`config.mk`:
```
export PLATFORM = sky130hd
export DESIGN_NAME = rf_wr_arbiter
export DESIGN_NICKNAME = d
export VERILOG_FILES = /design/src/rtl/rf_pkg.sv /design/src/rtl/rr_arbiter.sv /design/src/rtl/rf_wr_arbiter.sv
export SDC_FILE = /design/constraint.sdc
export NUM_CORES = 1
export LEC_CHECK = 0
export CORE_MARGIN = 2
export CORE_UTILIZATION = 39
export CTS_CLUSTER_SIZE = 28
export DETAILED_ROUTE_END_ITERATION = 12
export PLACE_DENSITY = 0.81
export SYNTH_ARGS = -nofsm -noshare
export SYNTH_HDL_FRONTEND = slang
export SYNTH_SLANG_ARGS = --single-unit
export TNS_END_PERCENT = 10
```
`constraint.sdc`:
```
create_clock -name clk -period 3 [get_ports clk]
set_clock_uncertainty 0.1 [all_clocks]
set_input_delay 0.6 -clock clk [delete_from_list [all_inputs] [get_ports clk]]
set_output_delay 0.6 -clock clk [all_outputs]
set_load 0.02 [all_outputs]
```
`src/rtl/rf_pkg.sv`:
```
// Shared constants for the register-file write arbiter.
// Provides the default requester count, data width and register-address width,
// plus the fixed requester indices used by the writeback sources.
package rf_pkg;

  localparam int unsigned RF_AW   = 5;
  localparam int unsigned RF_DW   = 32;
  localparam int unsigned RF_NREQ = 3;

  localparam int unsigned REQ_ALU  = 0;
  localparam int unsigned REQ_MEM  = 1;
  localparam int unsigned REQ_LINK = 2;

endpackage

```
`src/rtl/rr_arbiter.sv`:
```
// Combinational one-hot grant selector for the register-file write port.
// Build option: RF_WR_RR_EN selects round-robin search starting at 'pointer';
// without it, fixed priority (lowest index wins) and 'pointer' is ignored.
// Ports:
//   req     - request vector, one bit per requester
//   pointer - round-robin start index (used only with RF_WR_RR_EN)
//   hold    - forces all grants to 0
//   gnt     - one-hot grant (all zero when hold or no request)
module rr_arbiter #(
  parameter int unsigned NREQ = 3,
  parameter int unsigned PW   = 2
) (
  input  logic [NREQ-1:0] req,
  input  logic [PW-1:0]   pointer,
  input  logic            hold,
  output logic [NREQ-1:0] gnt
);

`ifdef RF_WR_RR_EN
  int unsigned idx;
  logic        found;

  // Walk the requesters starting at the pointer, wrapping modulo NREQ.
  always_comb begin
    gnt   = '0;
    found = 1'b0;
    idx   = 0;
    for (int unsigned off = 0; off < NREQ; off++) begin
      idx = (32'(pointer) + off) % NREQ;
      if (!hold && !found && req[idx]) begin
        gnt[idx] = 1'b1;
        found    = 1'b1;
      end
    end
  end
`else
  logic found;
  logic unused_pointer;

  assign unused_pointer = ^pointer;

  always_comb begin
    gnt   = '0;
    found = 1'b0;
    for (int unsigned i = 0; i < NREQ; i++) begin
      if (!hold && !found && req[i]) begin
        gnt[i] = 1'b1;
        found  = 1'b1;
      end
    end
  end
`endif

endmodule

```
`src/rtl/rf_wr_arbiter.sv`:
```
// Register-file write-port arbiter with pending-write scoreboard.
// Selects one writeback requester per cycle, registers the winning write onto
// the register-file port, and tracks registers claimed by decode until written.
// Build option: RF_WR_RR_EN enables round-robin arbitration (adds a pointer
// register); the default build is fixed priority with no pointer state.
// Ports:
//   clk, rst              - clock, asynchronous active-high reset
//   hold                  - suppress all grants this cycle
//   req_valid/addr/data   - per-requester write requests (packed)
//   req_ready             - combinational one-hot grant
//   claim_valid/addr      - decode marks a register as write-pending
//   rf_we/waddr/wdata     - registered register-file write port
//   busy_mask             - registered pending-write scoreboard
module rf_wr_arbiter
  import rf_pkg::*;
#(
  parameter int unsigned NREQ = RF_NREQ,
  parameter int unsigned DW   = RF_DW,
  parameter int unsigned AW   = RF_AW
) (
  input  logic             clk,
  input  logic             rst,
  input  logic             hold,
  input  logic [NREQ-1:0]  req_valid,
  input  logic [NREQ*AW-1:0] req_addr,
  input  logic [NREQ*DW-1:0] req_data,
  output logic [NREQ-1:0]  req_ready,
  input  logic             claim_valid,
  input  logic [AW-1:0]    claim_addr,
  output logic             rf_we,
  output logic [AW-1:0]    rf_waddr,
  output logic [DW-1:0]    rf_wdata,
  output logic [2**AW-1:0] busy_mask
);

  localparam int unsigned PW   = (NREQ > 1) ? $clog2(NREQ) : 1;
  localparam int unsigned NREG = 2**AW;

  logic [NREQ-1:0] gnt;
  logic [PW-1:0]   ptr_q;
  logic            xfer;
  logic [AW-1:0]   sel_addr;
  logic [DW-1:0]   sel_data;
  logic            wr_eff;

  logic            we_q;
  logic [AW-1:0]   waddr_q, waddr_d;
  logic [DW-1:0]   wdata_q, wdata_d;
  logic [NREG-1:0] busy_q, busy_d;

  // Reset also masks grants so nothing transfers while rst is high.
  rr_arbiter #(
    .NREQ (NREQ),
    .PW   (PW)
  ) u_arb (
    .req     (req_valid),
    .pointer (ptr_q),
    .hold    (hold | rst),
    .gnt     (gnt)
  );

  assign req_ready = gnt;

  // Grants only go to valid requesters, so any grant bit is a transfer.
  always_comb begin
    xfer     = 1'b0;
    sel_addr = '0;
    sel_data = '0;
    for (int unsigned i = 0; i < NREQ; i++) begin
      if (gnt[i]) begin
        xfer     = 1'b1;
        sel_addr = req_addr[i*AW +: AW];
        sel_data = req_data[i*DW +: DW];
      end
    end
  end

`ifdef RF_WR_RR_EN
  logic [PW-1:0] ptr_d;
  logic [PW-1:0] sel_idx;

  always_comb begin
    sel_idx = '0;
    for (int unsigned i = 0; i < NREQ; i++) begin
      if (gnt[i]) sel_idx = PW'(i);
    end
    ptr_d = ptr_q;
    if (xfer) ptr_d = (sel_idx == PW'(NREQ - 1)) ? '0 : sel_idx + PW'(1);
  end

  always_ff @(posedge clk or posedge rst) begin
    if (rst) ptr_q <= '0;
    else     ptr_q <= ptr_d;
  end
`else
  assign ptr_q = '0;
`endif

  // Writes to r0 complete the handshake but never reach the register file.
  assign wr_eff = xfer && (sel_addr != '0);

  always_comb begin
    waddr_d = waddr_q;
    wdata_d = wdata_q;
    if (wr_eff) begin
      waddr_d = sel_addr;
      wdata_d = sel_data;
    end
    // Clear first so a same-cycle claim of the same register wins.
    busy_d = busy_q;
    if (wr_eff) busy_d[sel_addr] = 1'b0;
    if (claim_valid && (claim_addr != '0)) busy_d[claim_addr] = 1'b1;
  end

  always_ff @(posedge clk or posedge rst) begin
    if (rst) begin
      we_q    <= 1'b0;
      waddr_q <= '0;
      wdata_q <= '0;
      busy_q  <= '0;
    end else begin
      we_q    <= wr_eff;
      waddr_q <= waddr_d;
      wdata_q <= wdata_d;
      busy_q  <= busy_d;
    end
  end

  assign rf_we     = we_q;
  assign rf_waddr  = waddr_q;
  assign rf_wdata  = wdata_q;
  assign busy_mask = busy_q;

endmodule

```
[Yosys cells after proc, flatten, opt, wreduce, memory -nomap -nowiden]
Index checks and enable logic that the tools add are counted.
Cells by class
  reduce and logical (&&, ||, !) cells: 14
  muxes and demuxes: 19
  magnitude comparators: 4
  bitwise operators: 4
Operators with widths (number)
  32-bit 2-to-1 mux: 5
  32-bit AND: 1
  32-bit inverter: 1
  32-bit bitwise OR: 1
  5-bit 2-to-1 mux: 3
  5-bit by 6-bit < comparator with 1-bit output, second input constant: 2
  1-bit demux with 5-bit select: 2
  5-bit by 1-bit greater-or-equal comparator with 1-bit output, second input constant: 2
  5-bit nonzero test: 2
  1-bit logical AND: 9
  1-bit 2-to-1 mux: 9
  1-bit zero test: 3
  1-bit bitwise OR: 1
Word-level totals
  output and inout bits: 73
  input port bits: 123
  register bits: 70
  logic and storage cells: 45

[Depth between registers and ports, before layout]
Gate-level depths: netlist of run 1.
  depth after elaboration: 22
  mapped depth: 8
  mapped depth without buffers: 5

[Cells and area by module]
Synthesis of run 1 repeated with hierarchy kept, for this count alone.
Unflattened totals
  cell total of the unflattened synthesis: 369
  area, all modules: 3671.0 µm²
By module, submodules not included
  rf_wr_arbiter: sequential area each 1751.7 µm², area an instance 3642.2 µm², cells an instance 366, instances 1
  rr_arbiter: sequential area each 0.0 µm², area an instance 28.8 µm², cells an instance 3, instances 1

[Worst setup path after synthesis of run 1]
Ideal clock, no wire load.
  kind: input-to-output
  start point: input rst
  end point: output req_ready[1]
  slack: 0.681 ns
  arrival: 1.619 ns
  required time: 2.300 ns
  cell stages on the path: 4
  cells stage by stage: nor2_2 -> and3_1 -> clkbuf_1 -> clkbuf_1
Between the ends
  longest elaborated chain between the ends: 8
RTL lines
  start: declaration: RTL line rf_wr_arbiter.sv:22  | input logic rst,
  1-bit bitwise OR *: RTL line rf_wr_arbiter.sv:58  | .hold (hold | rst),
  1-bit zero test *: RTL line rr_arbiter.sv:46  | if (!hold && !found && req[i]) begin
  1-bit logical AND: RTL line rr_arbiter.sv:46
  1-bit 2-to-1 mux: RTL line rr_arbiter.sv:46
  1-bit zero test: RTL line rr_arbiter.sv:46
  1-bit logical AND * (2 in series): RTL line rr_arbiter.sv:46
  1-bit 2-to-1 mux *: RTL line rr_arbiter.sv:46
  end: declaration: RTL line rf_wr_arbiter.sv:27  | output logic [NREQ-1:0] req_ready,
Mark *: on every way between the ends. The rest lies on a longest branch, timed or not.

[Final worst setup path of run 1]
  start point: input rst
  end point: output req_ready[0]
Between the ends
  longest elaborated chain between the ends: 4
RTL lines (RTL line)
  1-bit bitwise OR: rf_wr_arbiter.sv:58
  1-bit zero test: rr_arbiter.sv:46
  1-bit logical AND: rr_arbiter.sv:46
  1-bit 2-to-1 mux: rr_arbiter.sv:46
No other way between the ends.

==> results of run 1 <==
-- power breakdown --
group | internal (mW) | switching (mW) | total, mW
logic | 0.472 | 0.454 | 0.926
registers | 1.08 | 0.0777 | 1.15
clock network | 0.366 | 0.338 | 0.704
total | 1.91 | 0.870 | 2.78
-- Yosys cell counts, drive strengths merged, types with 3 or more instances --
master	instances	area share, %
nand3b	6	1.3
a32oi	4	1.0
dfrtp	70	50
nand2	88	9.4
inv	14	1.5
a222oi	32	9.1
a21oi	5	0.71
o21ai	65	9.3
o31ai	9	1.9
and3b	3	0.75
a22oi	8	1.7
clkbuf	14	1.5
nand4	4	0.71
nor3	4	0.57
nor2	9	1.1
buf	14	2.2
nor3b	5	1.2
and3	3	0.54
-- metrics by stage --
step	cells	util (%)	instance area, um^2	power, mW	hold slack, ps
global route	684	66.6	5810	2.92	308
CTS	684	66.6	5810	2.80	288
finish	684	66.6	5810	2.78	282
detailed placement	668	64.5	5620	2.09	267
global placement	668	64.5	5620	2.07	266
floorplan	378	-	3510	1.55	467
-- critical path: stages --
cell and delay (ps):
clkdlybuf4s50_1 470, or2_1 330, nor2_2 130, clkdlybuf4s50_1 670
-- metal layers --
metal  global-route usage, %  share of wire [%]
met1                    33.4                 38
met2                    43.5                 52
met3                    6.17                8.0
met4                    7.27                2.4
met5                       0                  0
-- repair_timing --
action | 4_1_cts | 5_1_grt
setup endpoints to repair | 0 | 1
resized for setup | 0 | 1
setup buffers | 0 | 0
-- final cells by class --
type,instances,area [um^2],share of cell area (%)
repair buffers,210,2100,36.2
clock inverters,3,17.5,0.301
inverters,14,52.6,0.904
well taps,108,135,2.33
clock buffers,13,169,2.91
multi-input cells,266,1580,27.2
flip-flops and latches,70,1750,30.1
-- registers in the layout, indices dropped and copies added (netlist names) --
signal and flops:
rf_waddr 5, rf_we 1, busy_mask 32, rf_wdata 32
-- cells by family (layout without fill, tap and decap cells) --
group,count (synthesis),count (layout),share of synthesized area (%)
compound gates,136,136,27.6
simple gates,130,130,17.2
flops,70,70,49.9
buf+inv,42,240,5.24
-- final timing paths --
| kind | endpoint | slack (ps) | startpoint | cells after the start |
|---|---|---|---|---|
| worst min register to register | busy_mask[0] | 280 | busy_mask[0] | 0 |
| worst min-delay path | busy_mask[0] | 280 | busy_mask[0] | 0 |
| worst max register to register | busy_mask[6] | 1980 | busy_mask[6] | 2 |
| worst max-delay path | req_ready[0] | 90 | rst | 4 |
| min in group asynchronous | rf_wdata[2] | 680 | rst | 2 |
| max in group asynchronous | rf_waddr[1] | 1460 | rst | 3 |
==> summary.md, run 1 <==
| Metric | Value |
|---|---|
| Most frequent cells in the layout | clkdlybuf4s50_1 (194), nand2_1 (88), dfrtp_1 (70) |
| CP max FO | 3 |
| Main synth FF type | dfrtp_1 |
| Syn_area_per_cell | 9.28 um^2 |
| Port bufs | 195 |
| Vias in the first global route | 3951 |
| Post-Syn Instances | 378 |
| Commonest non-fill, non-tap cell in the layout | clkdlybuf4s50_1 |
| Critical path class | input pin to output pin |
| Status | finished clean |
| Min cycle time layout | 2910 ps |
| Final Setup Violations | 0 |
| Static Leakage | 2.40 nW |
| Clk sinks | 70 |
| Htree depth | 3 |
| Die Y | 98.8 um |
| Num rows | 34 |
| DRT antenna net count | 0 |
| Die X | 98.8 um |
| Via count | 3919 |
| Maximum VDD drop | 0.000259 V |
| Routability cong. | 0.926 |
| Dpl hpwl | 9700 um |
| Layout cells sized above 1 | 6.77% |
| Inserted Diodes | 0 |
| Clk Latency, worst-skew pair | 340 ps |
| Post-Route WL | 12900 um |
| Register bit total from synthesis | 70 |
| Final-layout fill cell count | 696 |
| Initial antenna violation count | 0 |
| Crit path DAT | 2210 ps |
| Hold buffer count at cts | 0 |
| Max-slew violations | 0 |
| Setup_tns | 0 ps |
| First drt pass iteration count | 7 |
| Slew HR | 37.5% |
| Final hold vios | 0 |
| Number of remaining DRC errors | 0 |
| Io pins | 196 |
| Final nets | 694 |
| YS warnings | 0 |
| Initial Util | 40.2% |
| Root buffer cell | clkbuf_8 |
| Max Root-Sink Buffers | 2 |
| Synth Cell Area | 3510 um^2 |
| Core area | 8720 um^2 |
| Syn_nets | 501 |
| RSZ-0062 raised after global routing | false |
| Pre-CTS WS | 30.2 ps |
| Iteration-0 DRC Markers | 307 |
| Setup WS post-layout | 87.8 ps |
| Final period util | 97.1% |
| First-pass GRT wire length | 20000 um |
| Unique masters post-synth | 44 |
| Worst setup SP type | input pin |
| DR vias/cell | 5.73 |
| Die ar. | 9770 um^2 |
| CTS tree | yes |
| Synth async-reset ratio | 100% |
| WL per Instance | 18.8 um |
| CP endpoint kind | output pin |
| Clock-pin slew on the worst setup and hold paths | 70 ps |
| Measured slew at the worst slew-check pin | 938 ps |
| Sequential-to-total area share from yosys stat | 49.9% |
| Largest net degree at the start of global routing | 49 |
| Required @ worst endpoint | 2300 ps |
| Post-synth EDFFs | 0 |
| Area Growth Syn to Fin | 65.7% |
| Overall routing resource usage | 25.8% |
| Worst hold path class | register to register |
| Maxcap violations | 0 |
| Fmax | 343 MHz |
| Total congestion overflow | 0 |
| Power per cell area | 479 nW/um^2 |
| Inserted Clock Buffers | 9 |
No activity file was read; power rests on OpenSTA's default activity.
==> inputs of run 2 (changes only) <==
--- a/config.mk
+++ b/config.mk
@@ -11,2 +11,3 @@
 export DETAILED_ROUTE_END_ITERATION = 12
+export HOLD_SLACK_MARGIN = 0.05
 export PLACE_DENSITY = 0.81
--- a/constraint.sdc
+++ b/constraint.sdc
@@ -4,2 +4,2 @@
 set_output_delay 0.6 -clock clk [all_outputs]
-set_load 0.02 [all_outputs]
+set_load 0.01 [all_outputs]
==> run 2 against run 1 <==
Flip-flop and latch count stayed put. Cell count is 0.29% lower. Worst setup slack better by 11 ps. Largest cell class unchanged. Maximum frequency is 0.36% higher. Global-route usage is 0.51 points lower. Clock power is 3.1% lower. Critical path depth stayed put. Core utilization is 0.32 points lower. Design area is 0.47% lower.
==> summary.md, run 2 (same netlist as run 1, synthesis figures left out) <==
| Metric | Value |
|---|---|
| Clk Latency, worst-skew pair | 340 ps (about the same) |
| Setup_tns | 0 ps (unchanged) |
| Fmax | 345 MHz (+0.36%) |
| DR vias/cell | 5.60 (-2.3%) |
| Clock-pin slew on the worst setup and hold paths | 70 ps (about the same) |
| Inserted Clock Buffers | 9 (unchanged) |
| Status | finished clean |
| Post-Route WL | 12700 um (-1.6%) |
| Hold buffer count at cts | 0 (unchanged) |
| Min cycle time layout | 2900 ps (-10.6 ps) |
| Final period util | 96.7% (-0.35 points) |
| Measured slew at the worst slew-check pin | 885 ps (-52.1 ps) |
| Clk sinks | 70 (unchanged) |
| Number of remaining DRC errors | 0 (unchanged) |
| Die ar. | 9770 um^2 (unchanged) |
| Max Root-Sink Buffers | 2 (unchanged) |
| Area Growth Syn to Fin | 64.9% |
| Initial Util | 40.2% (unchanged) |
| FF+latch area | 1750 um^2 (unchanged) |
| Largest net degree at the start of global routing | 59 (+20%) |
| Maximum VDD drop | 0.000201 V (-22%) |
| Final Setup Violations | 0 (unchanged) |
| Overall routing resource usage | 25.3% (-0.51 points) |
| DP Area | 5610 um^2 (-0.22%) |
| Area of the multi-input gates | 1580 um^2 (unchanged) |
| Slew HR | 41.0% (+3.5 points) |
| Io pins | 196 (unchanged) |
| Post CTS Setup Buffer Count | 0 (unchanged) |
| RSZ-0062 raised after global routing | false |
| Vias in the first global route | 3777 (-4.4%) |
| Final hold vios | 0 (unchanged) |
| Final Instance Area | 5780 um^2 (-0.47%) |
| Via count | 3817 (-2.6%) |
| Final-layout fill cell count | 721 (+3.6%) |
| CP endpoint kind | output pin |
| DRT antenna net count | 0 (unchanged) |
| Final nets | 694 (unchanged) |
| Routability cong. | 0.889 (-4.0%) |
| Crit path DAT | 2200 ps (about the same) |
| Maxcap violations | 0 (unchanged) |
| Worst setup SP type | input pin |
| Critical path class | input pin to output pin |
| Layout cells sized above 1 | 6.45% (-0.32 points) |
| Static Leakage | 2.38 nW (-1.2%) |
| Power Total | 2.65 mW (-4.7%) |
| Iteration-0 DRC Markers | 314 (+2.3%) |
| Root buffer cell | clkbuf_8 |
| Initial antenna violation count | 0 (unchanged) |
| Most frequent cells in the layout | clkdlybuf4s50_1 (195), nand2_1 (88), dfrtp_1 (70) |
| WL per Instance | 18.6 um (-1.3%) |
| CTS tree | yes |
| Inserted Diodes | 0 (unchanged) |
| Dpl hpwl | 9700 um (about the same) |
| Die X | 98.8 um (unchanged) |
| Core area | 8720 um^2 (unchanged) |
| Commonest non-fill, non-tap cell in the layout | clkdlybuf4s50_1 |
| CP max FO | 2 (-1) |
| Max-slew violations | 0 (unchanged) |
| Htree depth | 3 (unchanged) |
| Port bufs | 195 (unchanged) |
| Power per cell area | 458 nW/um^2 (-4.3%) |
| Required @ worst endpoint | 2300 ps (about the same) |
| Num rows | 34 (unchanged) |
| Post-CTS Resized | 0 (unchanged) |
| Worst hold path class | register to register |
| Total congestion overflow | 0 (unchanged) |
| Die Y | 98.8 um (unchanged) |
| First-pass GRT wire length | 19600 um (-2.2%) |
| First drt pass iteration count | 8 (+1) |
==> run 2: metrics by stage <==
stage | hold WS (ps) | setup slack, ps | utilization (%) | std cells
after CTS | 283 | 98.3 | 66.3 | 682
after global placement | 267 | 127 | 64.3 | 668
after global routing | 311 | 66.3 | 66.3 | 682
final | 277 | 98.4 | 66.3 | 682
after detailed placement | 267 | 98.2 | 64.3 | 668
after floorplan | 394 | 532 | - | 378
==> run 2: worst paths after layout <==
path / from / slack (ps) / end / cells past startpoint
min in group asynchronous: rst / 660 / rf_wdata[31] / 2
min reg2reg: busy_mask[0] / 280 / busy_mask[0] / 0
max in group asynchronous: rst / 1490 / rf_waddr[0] / 3
max: req_valid[2] / 100 / req_ready[2] / 4
max reg2reg: busy_mask[6] / 2040 / busy_mask[6] / 2
min: busy_mask[0] / 280 / busy_mask[0] / 0
==> run 2: routing by layer <==
metal | track usage (%) | share of wire (%) | wire (um)
met2 | 42.5 | 51 | 6500
met5 | 0 | 0 | 0
met3 | 4.89 | 7.2 | 919
met4 | 8.22 | 2.0 | 250
met1 | 33.1 | 39 | 5010
==> run 2: layout make-up <==
class	instances	area share, %
clock inverters	1	0.0865
flip-flops and latches	70	30.3
clock buffers	13	2.92
well taps	108	2.34
multi-input cells	266	27.3
inverters	14	0.909
repair buffers	210	36.1
==> run 2: power by group <==
part           total (mW)  switching [mW]  internal, mW
Combinational       0.814           0.345         0.469
Clock               0.682           0.324         0.358
Sequential           1.15          0.0785          1.08
==> run 2: worst max-delay path, cell delays in order <==
cell and delay (ps):
clkdlybuf4s50_1 470, or3b_4 390, nor2_2 170, clkdlybuf4s50_1 580
==> inputs of run 3 (changes only) <==
Settings changed: CTS_CLUSTER_SIZE 28 to not set.
==> results of run 3 <==
No change in the layout: final DEF, timing and power equal those of run 2.
